**src/rtl/qoi_rgb444_decoder_if.sv**
```systemverilog
// Byte-in / pixel-out handshake bundle for the QOI-style RGB444 decoder.
// The decoder uses the slave modport; the byte source / pixel sink side uses master.
interface qoi_rgb444_decoder_if;
  logic        in_valid;
  logic [7:0]  in_data;
  logic        in_ready;
  logic        pix_valid;
  logic [11:0] pix_data;
  logic        pix_ready;

  modport master (
    output in_valid, in_data, pix_ready,
    input  in_ready, pix_valid, pix_data
  );

  modport slave (
    input  in_valid, in_data, pix_ready,
    output in_ready, pix_valid, pix_data
  );
endinterface

```
**src/rtl/qoi_rgb444_decoder.sv**
```systemverilog
// Rebuilds RGB444 pixels from the INDEX/DIFF/FULL/RUN op byte stream.
// Optional macro QOI444_DEC_IDX_CHECK_EN: flag INDEX ops that point past the filled palette.
module qoi_rgb444_decoder #(
  parameter int PAL_DEPTH = 64,
  parameter int RUN_MAX   = 63
) (
  input  logic                  clk,
  input  logic                  rst_n,
  input  logic                  frame_start,
  qoi_rgb444_decoder_if.slave   bus,
  output logic [15:0]           pix_count,
  output logic                  err
);

  localparam int REM_W = $clog2(RUN_MAX + 1);

  typedef enum logic [1:0] {
    ST_OP    = 2'd0,
    ST_FULL2 = 2'd1,
    ST_RUN   = 2'd2
  } state_e;

  state_e             state_q, state_d;
  logic               pix_valid_q, pix_valid_d;
  logic [11:0]        pix_data_q, pix_data_d;
  logic [11:0]        last_q, last_d;
  logic [15:0]        pix_count_q, pix_count_d;
  logic [6:0]         pal_cnt_q, pal_cnt_d;
  logic [3:0]         r_q, r_d;
  logic [REM_W-1:0]   rem_q, rem_d;
  logic [11:0]        pal_q [PAL_DEPTH];

  logic               out_free_s, accept_s, pix_fire_s;
  logic               load_s, pal_we_s;
  logic [11:0]        load_pix_s, diff_pix_s, idx_pix_s;
  logic [5:0]         pal_waddr_s;
`ifdef QOI444_DEC_IDX_CHECK_EN
  logic               err_q, err_d;
  logic               idx_bad_s;
`endif

  assign out_free_s  = !pix_valid_q || bus.pix_ready;
  // frame_start wins over traffic, so no byte may be handshaken in that cycle
  assign bus.in_ready = rst_n && !frame_start && out_free_s &&
                        ((state_q == ST_OP) || (state_q == ST_FULL2));
  assign accept_s    = bus.in_valid && bus.in_ready;
  assign pix_fire_s  = pix_valid_q && bus.pix_ready;
  assign pal_waddr_s = pal_cnt_q[5:0];
  assign idx_pix_s   = pal_q[bus.in_data[5:0]];
  assign diff_pix_s  = {last_q[11:8] - {2'b00, bus.in_data[5:4]} + 4'd2,
                        last_q[7:4]  - {2'b00, bus.in_data[3:2]} + 4'd2,
                        last_q[3:0]  - {2'b00, bus.in_data[1:0]} + 4'd2};
`ifdef QOI444_DEC_IDX_CHECK_EN
  assign idx_bad_s   = ({1'b0, bus.in_data[5:0]} >= pal_cnt_q);
`endif

  // Op decode, run expansion, output register and palette bookkeeping
  always_comb begin
    state_d     = state_q;
    pix_valid_d = pix_valid_q;
    pix_data_d  = pix_data_q;
    last_d      = last_q;
    pix_count_d = pix_count_q;
    pal_cnt_d   = pal_cnt_q;
    r_d         = r_q;
    rem_d       = rem_q;
    load_s      = 1'b0;
    load_pix_s  = last_q;
    pal_we_s    = 1'b0;
`ifdef QOI444_DEC_IDX_CHECK_EN
    err_d       = err_q;
`endif
    if (!frame_start) begin
      case (state_q)
        ST_OP: begin
          if (accept_s) begin
            case (bus.in_data[7:6])
              2'b00: begin
                load_s = 1'b1;
`ifdef QOI444_DEC_IDX_CHECK_EN
                load_pix_s = idx_bad_s ? 12'h000 : idx_pix_s;
                err_d      = err_q | idx_bad_s;
`else
                load_pix_s = idx_pix_s;
`endif
              end
              2'b01: begin
                load_s     = 1'b1;
                load_pix_s = diff_pix_s;
              end
              2'b10: begin
                r_d     = bus.in_data[3:0];
                state_d = ST_FULL2;
              end
              2'b11: begin
                // RUN 0 is a no-op; RUN 1 needs no RUN state
                load_s = (bus.in_data[5:0] != 6'd0);
                if (bus.in_data[5:1] != 5'd0) begin
                  rem_d   = REM_W'(bus.in_data[5:0] - 6'd1);
                  state_d = ST_RUN;
                end else begin
                  state_d = ST_OP;
                end
              end
              default: state_d = ST_OP;
            endcase
          end else begin
            state_d = ST_OP;
          end
        end
        ST_FULL2: begin
          if (accept_s) begin
            load_s     = 1'b1;
            load_pix_s = {r_q, bus.in_data};
            pal_we_s   = (pal_cnt_q < 7'(PAL_DEPTH));
            pal_cnt_d  = pal_cnt_q + {6'd0, pal_we_s};
            state_d    = ST_OP;
          end else begin
            state_d = ST_FULL2;
          end
        end
        ST_RUN: begin
          if (pix_fire_s) begin
            load_s  = 1'b1;
            rem_d   = rem_q - REM_W'(1);
            state_d = (rem_q == REM_W'(1)) ? ST_OP : ST_RUN;
          end else begin
            state_d = ST_RUN;
          end
        end
        default: state_d = ST_OP;
      endcase
      pix_valid_d = load_s | (pix_valid_q & ~pix_fire_s);
      pix_data_d  = load_s ? load_pix_s : pix_data_q;
      last_d      = load_s ? load_pix_s : last_q;
      pix_count_d = pix_count_q + {15'd0, pix_fire_s};
    end else begin
      state_d     = ST_OP;
      pix_valid_d = 1'b0;
      last_d      = 12'h000;
      pal_cnt_d   = 7'd0;
      rem_d       = '0;
      pix_count_d = 16'd0;
`ifdef QOI444_DEC_IDX_CHECK_EN
      err_d       = 1'b0;
`endif
    end
  end

  // Control and output registers with synchronous active-low reset
  always_ff @(posedge clk) begin
    if (!rst_n) begin
      state_q     <= ST_OP;
      pix_valid_q <= 1'b0;
      pix_data_q  <= 12'h000;
      last_q      <= 12'h000;
      pix_count_q <= 16'd0;
      pal_cnt_q   <= 7'd0;
      r_q         <= 4'd0;
      rem_q       <= '0;
`ifdef QOI444_DEC_IDX_CHECK_EN
      err_q       <= 1'b0;
`endif
    end else begin
      state_q     <= state_d;
      pix_valid_q <= pix_valid_d;
      pix_data_q  <= pix_data_d;
      last_q      <= last_d;
      pix_count_q <= pix_count_d;
      pal_cnt_q   <= pal_cnt_d;
      r_q         <= r_d;
      rem_q       <= rem_d;
`ifdef QOI444_DEC_IDX_CHECK_EN
      err_q       <= err_d;
`endif
    end
  end

  // Palette storage is intentionally not reset; stale entries survive frames
  always_ff @(posedge clk) begin
    if (pal_we_s) begin
      pal_q[pal_waddr_s] <= {r_q, bus.in_data};
    end
  end

  assign bus.pix_valid = pix_valid_q;
  assign bus.pix_data  = pix_data_q;
  assign pix_count     = pix_count_q;
`ifdef QOI444_DEC_IDX_CHECK_EN
  assign err           = err_q;
`else
  assign err           = 1'b0;
`endif

endmodule

```
**src/flat_wrapper.sv**
```systemverilog
// flat-port wrapper written by rule: the top's interface ports become plain ports
module qoi_rgb444_decoder_flat 
#(
  parameter int PAL_DEPTH = 64,
  parameter int RUN_MAX   = 63
)
  (clk, rst_n, frame_start, pix_count, err, bus_in_valid, bus_in_data, bus_pix_ready, bus_in_ready, bus_pix_valid, bus_pix_data);
  qoi_rgb444_decoder_if bus_i ();
  input  logic clk;
  input  logic rst_n;
  input  logic frame_start;
  output logic [15:0] pix_count;
  output logic err;
  input wire logic [$bits(bus_i.in_valid)-1:0] bus_in_valid;
  input wire logic [$bits(bus_i.in_data)-1:0] bus_in_data;
  input wire logic [$bits(bus_i.pix_ready)-1:0] bus_pix_ready;
  output wire logic [$bits(bus_i.in_ready)-1:0] bus_in_ready;
  output wire logic [$bits(bus_i.pix_valid)-1:0] bus_pix_valid;
  output wire logic [$bits(bus_i.pix_data)-1:0] bus_pix_data;
  assign bus_i.in_valid = bus_in_valid;
  assign bus_i.in_data = bus_in_data;
  assign bus_i.pix_ready = bus_pix_ready;
  assign bus_in_ready = bus_i.in_ready;
  assign bus_pix_valid = bus_i.pix_valid;
  assign bus_pix_data = bus_i.pix_data;
  qoi_rgb444_decoder #(.PAL_DEPTH(PAL_DEPTH), .RUN_MAX(RUN_MAX)) u_core (.clk(clk), .rst_n(rst_n), .frame_start(frame_start), .bus(bus_i), .pix_count(pix_count), .err(err));
endmodule
```
**config.mk**
```make
export PLATFORM = sky130hd
export DESIGN_NAME = qoi_rgb444_decoder_flat
export DESIGN_NICKNAME = d
export VERILOG_FILES = /design/src/rtl/qoi_rgb444_decoder_if.sv /design/src/rtl/qoi_rgb444_decoder.sv /design/src/flat_wrapper.sv
export SDC_FILE = /design/constraint.sdc
export NUM_CORES = 1
export LEC_CHECK = 0
export CAP_MARGIN = 40
export CORE_MARGIN = 2
export CORE_UTILIZATION = 62
export DETAILED_ROUTE_END_ITERATION = 16
export PLACE_DENSITY = 0.81
export SLEW_MARGIN = 30
export SYNTH_ARGS = -nofsm -noshare
export SYNTH_HDL_FRONTEND = slang
export SYNTH_SLANG_ARGS = --single-unit
export TNS_END_PERCENT = 50
```
**constraint.sdc**
```tcl
create_clock -name clk -period 3 [get_ports clk]
set_input_delay 0.3 -clock clk [delete_from_list [all_inputs] [get_ports clk]]
set_output_delay 0.3 -clock clk [all_outputs]
set_load 0.02 [all_outputs]
```
==> run summary <==
Cell area after layout: 39000 um^2
Initial antenna violation count: 2
First-pass DRT Iterations: 6
Most common cell after layout, fill and taps aside: edfxtp_1
Worst Tran Pin Value: 890 ps
R2r worst-path depth: 11
Startpoint types: flop
Vias in the first global route: 19.8k
Number of vias per cell: 6.90
Final GP Congestion: 0.984
Clock latency on the worst-skew pair: 630 ps
Clock Path Buffers: 3
Warnings from Yosys: 0
Synthesis-to-layout area growth: 17.3%
Port bufs: 42
RR Startpoint: u_core.last_q[1]$_SDFFE_PP0P_
H-tree depth: 3
Clock Tree Root: clkbuf_16
Detailed-route DRC error count: 0
Type of the worst setup path: reg -> reg
PostCTS Resize Cnt: 0
Pwr Density: 615 nW/um^2
Pin count of the biggest net entering global routing: 66
# setup viols final: 0
Synth area leader: edfxtp_1
Min-Delay Endpoint: u_core.pal_q[62][5]$_DFFE_PP_
Post-synthesis sequential area ratio: 0.729
Clk_skew: 30.5 ps
Nets@finish: 2124
Crit path DAT: 3330 ps
WHS: 112 ps
Net count after synthesis: 1871
Clock Pin Slew Worst Setup and Hold Paths: 60 ps
Layout cells sized above 1: 0.254
Ys async rst share: 0
Post-Place Worst Slack: 68.7 ps
Period Utilization, post-route: 0.919
Final worst-path setup slack: 242 ps
Die area: 55600 um^2
Gate Count Post-Synth: 1839
Slew Viols, Final: 0
Worst slew margin: 0.401
Post-CTS Hold Buffers: 0
Final wirelength: 90.6 mm
Row cnt: 84
Synth Flop Type: edfxtp_1
Chip height: 236 um
Worst vdd rail ir drop: 0.439 mV
Max FO, Critical Path: 2
Ports: 44
Avg Cell Area, Syn: 18.1 um^2
# diodes: 0
Start point of the worst hold path: bus_in_data[5]
CTS tree: yes
Area contributors post-synth: edfxtp_1, mux4_2, dfxtp_1, mux2i_1, nor2_1
Critical Path RT: 3570 ps
Initial Util: 0.630
DR WL/cell: 31.9 um
First-pass GRT wire length: 134 mm
Grt ovf: 0
Mapped cell area: 33300 um^2
Leakage: 13.5 nW
Core Util, Final: 0.738
Number of synthesized flops with an enable pin: 768
Hpwl dp: 56.7 mm
CTS buffer count: 81
Reg-to-Reg End: u_core.bus.pix_data[3]$_SDFFE_PN0P_
Synth top area share: 0.693
Total design power: 24.0 mW
RSZ-0062 raised after global routing: no
Die Wd: 236 um
Min-Delay Path Depth: 1
R2R Setup Slk: 240 ps
Fillers: 2877
Final Hold Viols: 0
Hold WC Path Type: in -> reg
Setup bufs post-CTS: 0
Iter 0 DRT Violations: 2954
Total core area: 52900 um^2
Most frequent cells in the layout: edfxtp_1, buf_4, mux4_2
Placed Area: 36400 um^2
Synth cell types: 79
Antenna viol nets, final: 0
CTS Sinks: 828
Status: complete, no violations
FMAX: 363 MHz
Max cap viols: 0
Setup crit end kind: flop
Total track usage: 0.334
Yosys reg bits: 828
Fin crit period: 2760 ps
Vias after detailed routing: 19.6k
-- per-layer routing --
layer,GRT usage,vias to the layer above,share of wire
met4,0.153,4,0.048
met2,0.516,1365,0.47
met5,0,-,0.00026
li1,-,7930,-
met3,0.0681,265,0.10
met1,0.469,10021,0.38
-- where the power goes --
group          switching, mW  total, mW  internal (mW)
registers            0.00725       12.6           12.5
clock network           4.30       10.3           5.99
logic                  0.731       1.18          0.451
-- layout make-up --
class | count | area (um^2) | area share
Tap cell | 688 | 861 | 0.0221
Clock buffer | 100 | 2160 | 0.0554
Clock inverter | 42 | 490 | 0.0126
Sequential cell | 828 | 24300 | 0.622
Inverter | 33 | 124 | 0.00317
Timing Repair Buffer | 268 | 2730 | 0.0699
Multi-Input combinational cell | 880 | 8400 | 0.215
-- worst max-delay path: stages, from the launching register on --
cell      delay, ps
dfxtp_1         330
inv_1            60
ha_1            270
inv_1            40
ha_1            190
fa_1            420
xnor2_1         190
xnor2_1         130
o21ai_0          80
a31o_2          310
a211oi_1        500
a31o_2          190
-- worst max-delay path by stage --
stage                             startpoint                                   to  slack, ps  cells past startpoint
2_1_floorplan                 bus_in_data[0]  u_core.bus.pix_data[0]$_SDFFE_PN0P_        220                     12
3_3_place_gp                           rst_n  u_core.bus.pix_data[9]$_SDFFE_PN0P_       -0.4                      8
5_1_grt        u_core.last_q[1]$_SDFFE_PP0P_  u_core.bus.pix_data[3]$_SDFFE_PN0P_        180                     11
4_1_cts        u_core.last_q[1]$_SDFFE_PP0P_  u_core.bus.pix_data[3]$_SDFFE_PN0P_        350                     11
3_5_place_dp                           rst_n  u_core.bus.pix_data[9]$_SDFFE_PN0P_         70                      8
6_report       u_core.last_q[1]$_SDFFE_PP0P_  u_core.bus.pix_data[3]$_SDFFE_PN0P_        240                     11
-- flip-flops by register name, summed over array words and instances (netlist names) --
register              cells
u_core.bus.pix_valid      1
u_core.pal_cnt_q          7
u_core.pix_count         16
u_core.state_q            2
u_core.bus.pix_data      12
u_core.r_q                4
u_core.last_q            12
u_core.pal_q            768
u_core.rem_q              6
-- Yosys cell counts, types with 6 or more instances --
library cell,number
edfxtp_1,768
mux4_2,171
nor2_1,127
nand2_1,89
mux2i_1,71
dfxtp_1,60
a21oi_1,46
a22oi_1,45
o21ai_0,36
clkbuf_1,35
buf_2,31
inv_1,27
nand3_1,23
nor3_1,22
ha_1,16
nor2b_1,16
xor2_1,15
a211oi_1,14
buf_1,14
a221oi_1,13
buf_4,12
nand4_1,12
o22ai_1,11
xnor2_1,10
nand2b_1,9
and2_1,8
and3_1,8
or3_1,8
nor4b_1,7
o211ai_1,7
o221ai_1,7
a22o_1,6
buf_6,6
nor3b_1,6
-- stage by stage --
stage	cells	TNS, ps
6_report	2839	0
5_1_grt	2839	0
4_1_cts	2839	0
3_5_place_dp	2697	0
3_3_place_gp	2697	-0.357
2_1_floorplan	1839	0
-- kinds of logic (layout without fill, tap and decap cells) --
group	Yosys count	after routing	share of synthesized area
fa+ha+maj	19	19	0.00782
simple gates	358	358	0.0518
buf+inv	131	443	0.0186
xor+xnor	25	25	0.00658
compound gates	234	234	0.0486
other cells	1	1	0.000113
flops	828	828	0.729
mux	243	243	0.137
Note: power is estimated with default switching activity, not from simulation.
==> variant 1: new RTL, same flow settings <==
`PAL_DEPTH` is set to 64 in 2 places; all go to 32.
--- a/src/rtl/qoi_rgb444_decoder.sv
+++ b/src/rtl/qoi_rgb444_decoder.sv
@@ -1,7 +1,7 @@
 // Rebuilds RGB444 pixels from the INDEX/DIFF/FULL/RUN op byte stream.
 // Optional macro QOI444_DEC_IDX_CHECK_EN: flag INDEX ops that point past the filled palette.
 module qoi_rgb444_decoder #(
-  parameter int PAL_DEPTH = 64,
+  parameter int PAL_DEPTH = 32,
   parameter int RUN_MAX   = 63
 ) (
   input  logic                  clk,
--- a/src/flat_wrapper.sv
+++ b/src/flat_wrapper.sv
@@ -1,7 +1,7 @@
 // flat-port wrapper written by rule: the top's interface ports become plain ports
 module qoi_rgb444_decoder_flat 
 #(
-  parameter int PAL_DEPTH = 64,
+  parameter int PAL_DEPTH = 32,
   parameter int RUN_MAX   = 63
 )
   (clk, rst_n, frame_start, pix_count, err, bus_in_valid, bus_in_data, bus_pix_ready, bus_in_ready, bus_pix_valid, bus_pix_data);
Formal check against the unedited RTL: not equivalent (a bounded check fails within 4 cycles, from zero or initial values and one cycle with rst_n low).
==> variant 1 against the original RTL <==
Synthesized area shrank 44%; combinational power decreased by 40%; wire length decreased by 46%; sequential power fell by 47%; hold slack got worse by 0.025 ns; power is 45% lower; sequential share of layout area fell by 3.3 points; via count is 40% lower; sequential cell count shrank 384; non-clock buffer count decreased by 107; critical path depth shrank 2; final area is 45% lower; worst setup slack improved by 0.11 ns; largest cell class unchanged.
==> variant 1: results (changes against the original RTL) <==
Setup WS pre-CTS -0.0341 ns (-0.103 ns); top post-synthesis cells by area edfxtp_1 (62%), mux4_2 (8.0%), dfxtp_1 (6.5%); hold buffers post-CTS 0 (unchanged); Detailed Route WL 49100 um (-46%); Seq/Total Area, Yosys 68.5% (-4.4 points); M1 GR Usage 45.7% (-1.1 points); maximum VDD drop 0.351 mV (-20%); EDFF count, synth 384 (-50%); Psw 2.76 mW (-45%); post-synth net total 1210 (-35%); YS warnings 0 (unchanged); clk root buf clkbuf_16; routability cong. 0.942 (-4.3%); H-tree Lvls 2 (-1); most flop-heavy register u_core.pal_q; GR Layer Usage met2 48.4% (-3.2 points); dominant synthesized flop cell edfxtp_1; Crit Path Max Fanout 12 (+10); PortBufs 42 (unchanged); post-detail-place hpwl 32100 um (-43%); Max Buffers Root-to-Sink 3 (unchanged); Worst R2R Path Depth 9 (-2); CP max stage cell or3b_1; Avg Cell Area, Syn 15.8 um^2 (-13%); gr usage total 32.4% (-1.0 points); largest net degree at the start of global routing 44 (-33%); share of layout cells above drive strength 1 21.5% (-4.0 points); slew margin rel. 42.0% (+1.9 points); Yosys cell types 70 (-11%); status complete, no violations; DRT iter0 DRCs 1941 (-34%); vias in the first global route 11300 (-43%); number of fill cells 1723 (-40%); Post-synth top cells edfxtp_1 (384), nor2_1 (92), nand2_1 (85); vias post-DR 11800 (-40%); 1st-pass router iterations 8 (+2); CP max stage delay 0.43 ns (-0.07 ns); cts repair resizes 0 (unchanged); Num CTS Buffers 43 (-47%); Lkg Pwr 7.59 nW (-44%); first-pass GRT wire length 73700 um (-45%); initial antenna violation count 1 (-1); Skew-Pair Late Insertion Delay 0.55 ns (-0.08 ns); NumNets Final 1353 (-36%); met3 Use GR 8.38% (+1.6 points); Hold Crit Depth 1 (unchanged); Largest register FFs 384 (-50%); Layout Skew 0.0143 ns (-0.0162 ns); Hold Crit Class primary input to register; clock slew seen by the registers of the worst setup and hold paths 0.06 ns (about the same); CP arrival 2.90 ns (-0.43 ns)
-- variant 1: changes by cell type after synthesis, moves of 9 or more --
cell	change
a22oi_1	-24
mux4_1	+11
clkbuf_1	-19
nand3_1	+10
mux4_2	-105
nor2_1	-35
buf_2	-9
a21oi_1	-9
mux2i_1	-12
edfxtp_1	-384
nor3_1	-12
-- variant 1: path summary, 6_finish.rpt --
path	start	end	slack, ns
worst min-delay path	bus_in_data[3]	u_core.pal_q[2][3]$_DFFE_PP_	0.09
worst max register to register	u_core.state_q[1]$_SDFFE_PP0P_	u_core.pal_q[30][7]$_DFFE_PP_	0.35
worst max-delay path	u_core.state_q[1]$_SDFFE_PP0P_	u_core.pal_q[30][7]$_DFFE_PP_	0.35
worst min register to register	u_core.bus.pix_data[9]$_SDFFE_PN0P_	u_core.bus.pix_data[9]$_SDFFE_PN0P_	0.47
-- variant 1: critical path, delay by kind of cell (launching register included) --
kind	cells	cell delay (ns)
flip-flops	1	0.33
buffers and inverters	2	0.35
AND/OR/NAND/NOR	7	1.67
-- variant 1: cell families (layout without fill, tap and decap cells) --
| group | count (synthesis) | in the layout | synth area share (%) |
|---|---|---|---|
| compound gates | 164 | 164 | 5.89 |
| flops | 444 | 444 | 68.5 |
| xor+xnor | 26 | 26 | 1.23 |
| simple gates | 290 | 290 | 7.26 |
| mux | 141 | 141 | 13.0 |
| other cells | 1 | 2 | 0.0202 |
| fa+ha+maj | 19 | 19 | 1.40 |
| buf+inv | 93 | 271 | 2.63 |
-- variant 1: power groups by stage --
stage	registers [mW]	clock network (mW)	logic, mW
3_5_place_dp	6.82	0	0.678
5_1_grt	6.68	5.99	0.739
3_3_place_gp	6.82	0	0.665
4_1_cts	6.68	5.75	0.688
6_report	6.68	5.73	0.708
2_1_floorplan	6.82	0	0.377
-- variant 1: metrics by stage --
stage | std cells | power, mW | area (um^2)
2_1_floorplan | 1178 | 7.20 | 18600
5_1_grt | 1747 | 13.4 | 21600
3_5_place_dp | 1666 | 7.50 | 20100
3_3_place_gp | 1666 | 7.48 | 20100
6_report | 1747 | 13.1 | 21600
4_1_cts | 1746 | 13.1 | 21600
-- variant 1: cell type report --
cell class	instances	area, um^2	share of cell area, %
Antenna cell	1	2.50	0.0116
Clock buffer	48	1130	5.21
Tap cell	390	488	2.26
Multi-Input combinational cell	641	5360	24.8
Timing Repair Buffer	161	1410	6.50
Inverter	30	113	0.521
Clock inverter	32	392	1.81
Sequential cell	444	12700	58.9
-- variant 1: layer usage --
layer / vias to the layer above / wire (um) / part of all wire (%)
met2: 911 / 22200 / 45
li1: 4865 / - / -
met3: 187 / 6230 / 13
met1: 5817 / 18300 / 37
met4: 0 / 2420 / 4.9
met5: - / 0 / 0
==> variant 2: new RTL, same flow settings <==
Made on the original files. Put one more register stage on the output `pix_count`, without a reset. The value now appears one clock later. The other outputs are not delayed to match.
--- a/src/rtl/qoi_rgb444_decoder.sv
+++ b/src/rtl/qoi_rgb444_decoder.sv
@@ -185,7 +185,9 @@
 
   assign bus.pix_valid = pix_valid_q;
   assign bus.pix_data  = pix_data_q;
-  assign pix_count     = pix_count_q;
+  always_ff @(posedge clk) begin
+    pix_count <= pix_count_q;
+  end
 `ifdef QOI444_DEC_IDX_CHECK_EN
   assign err           = err_q;
 `else
Check against the original RTL: not equivalent (Yosys sat finds a counterexample within 4 cycles, from zero or initial values and one cycle with rst_n low).
==> variant 2 against the original RTL <==
The run now ends with negative setup slack left; global-route usage decreased by 0.77 points; critical path depth decreased by 4; sequential cell count increased by 16; synthesized area increased by 1.6%; power increased by 0.43%; die area increased by 1.6%; wire length decreased by 0.53%; worst setup slack got worse by 0.25 ns; clock skew decreased by 0.0019 ns; final area increased by 0.79%; critical endpoint is now u_core.pal_q[52][5]$_DFFE_PP_.
==> variant 2: results (changes against the original RTL) <==
first-pass GRT wire length 132000 um (-1.3%); clock slew seen by the registers of the worst setup and hold paths 0.06 ns (about the same); DR WL/cell 31.7 um (-0.60%); Post-synth top cells edfxtp_1 (768), mux4_2 (150), nor2_1 (128); Async S/R FF share, synth 0% (unchanged); DRT iter0 DRCs 2843 (-3.8%); vias per cell 6.99 (+1.3%); CP max stage cell nand2_1; internal power 19.0 mW (about the same); maximum VDD drop 0.526 mV (+20%); NumNets Final 2108 (-0.75%); cell family with most CP delay simple AND/OR/NAND/NOR gates; cts repair resizes 0 (unchanged); post-synth net total 1893 (+1.2%); Yosys cell types 83 (+5.1%); Max Buffers Root-to-Sink 3 (unchanged); vias in the first global route 19500 (-1.1%); 1st-pass router iterations 6 (unchanged); Worst Tran Pin Value 0.877 ns (-0.0134 ns); Hold Crit Class primary input to register; clock network power around 10 mW; gr usage total 32.7% (-0.77 points); Crit Path Max Fanout 12 (+10); Seq/Total Area, Yosys 72.7% (-0.20 points); EDFF count, synth 768 (unchanged); PortBufs 42 (unchanged); Skew-Pair Late Insertion Delay ~0.64 ns; final setup fails 12 (+12); share of layout cells above drive strength 1 23.2% (-2.2 points); clk root buf clkbuf_16; final hold vios 0 (unchanged); M1 GR Usage 44.3% (-2.6 points); YS warnings 0 (unchanged); routability cong. 0.946 (-3.8%); initial antenna violation count 1 (-1); top post-synthesis cells by area edfxtp_1 (68%), mux4_2 (10%), dfxtp_1 (4.5%); GR Layer Usage met2 50.2% (-1.4 points); failing checks negative setup slack; final setup margin -0.00653 ns (-0.248 ns); status complete, but fails checks; post-detail-place hpwl 55500 um (-2.1%); largest net degree at the start of global routing 67 (+1.5%); Num CTS Buffers 82 (+1.2%); Lkg Pwr 13.5 nW (+0.18%); Top Registers u_core.pal_q (768), u_core.pix_count (16), u_core.pix_count_q (16); Setup WS pre-CTS -0.315 ns (-0.383 ns); H-tree Lvls 3 (unchanged); CP max stage delay 0.65 ns (+0.15 ns); comb pwr 1.18 mW (about the same); met3 Use GR 7.76% (+0.94 points); number of fill cells 2990 (+3.9%); Layout Skew 0.0286 ns (-0.00191 ns)
variant 2: worst paths after layout:
check	startpoint	endpoint	slack, ns	cells after the start
setup / recovery	u_core.state_q[1]$_SDFFE_PP0P_	u_core.pal_q[52][5]$_DFFE_PP_	-0.007	7
hold / removal	bus_in_data[5]	u_core.pal_q[4][5]$_DFFE_PP_	0.15	1
setup reg to reg	u_core.state_q[1]$_SDFFE_PP0P_	u_core.pal_q[52][5]$_DFFE_PP_	-0.007	7
hold reg to reg	u_core.pix_count_q[10]$_SDFF_PP0_	u_core.pix_count[10]$_DFF_P_	0.35	0
variant 2: cell type report:
cell class	count	share of cell area [%]
tap	696	2.21
clock buffer	102	5.51
clock inverter	49	1.15
antenna	2	0.0127
multi-input combinational	877	21.4
sequential	844	62.5
timing repair buffer	238	6.85
inverter	33	0.315
variant 2: kinds of logic after synthesis:
kind of cell / share of synthesized area, %
flip-flops: 72.7
buffers and inverters: 2.37
XOR/XNOR: 0.622
multiplexers: 14.2
adder cells (fa/ha/maj): 0.770
AO/OA/AOI/OAI: 4.40
AND/OR/NAND/NOR: 4.95
other: 0.0111
variant 2: what timing repair did:
item,CTS,global route
endpoints found under the hold margin,8,0
hold buffers,1,0
endpoints found under the setup margin,0,148
setup buffers,0,0
variant 2: routing by layer:
layer  up-vias  routed length, um
met5         -                  0
met4         0               5010
met3       312              10100
met2      1513              42200
met1     10100              32800
li1       7943                  -
variant 2: metrics by stage:
stage               cell area, um^2  total power [mW]  cells  TNS (ns)
finish                        39300              24.1   2841   -0.0535
global route                  39300              24.7   2839     -4.86
floorplan                     33800              13.7   1861         0
CTS                           39300              24.1   2839         0
global placement              36700              14.1   2686    -59.15
detailed placement            36700              14.2   2687    -60.91
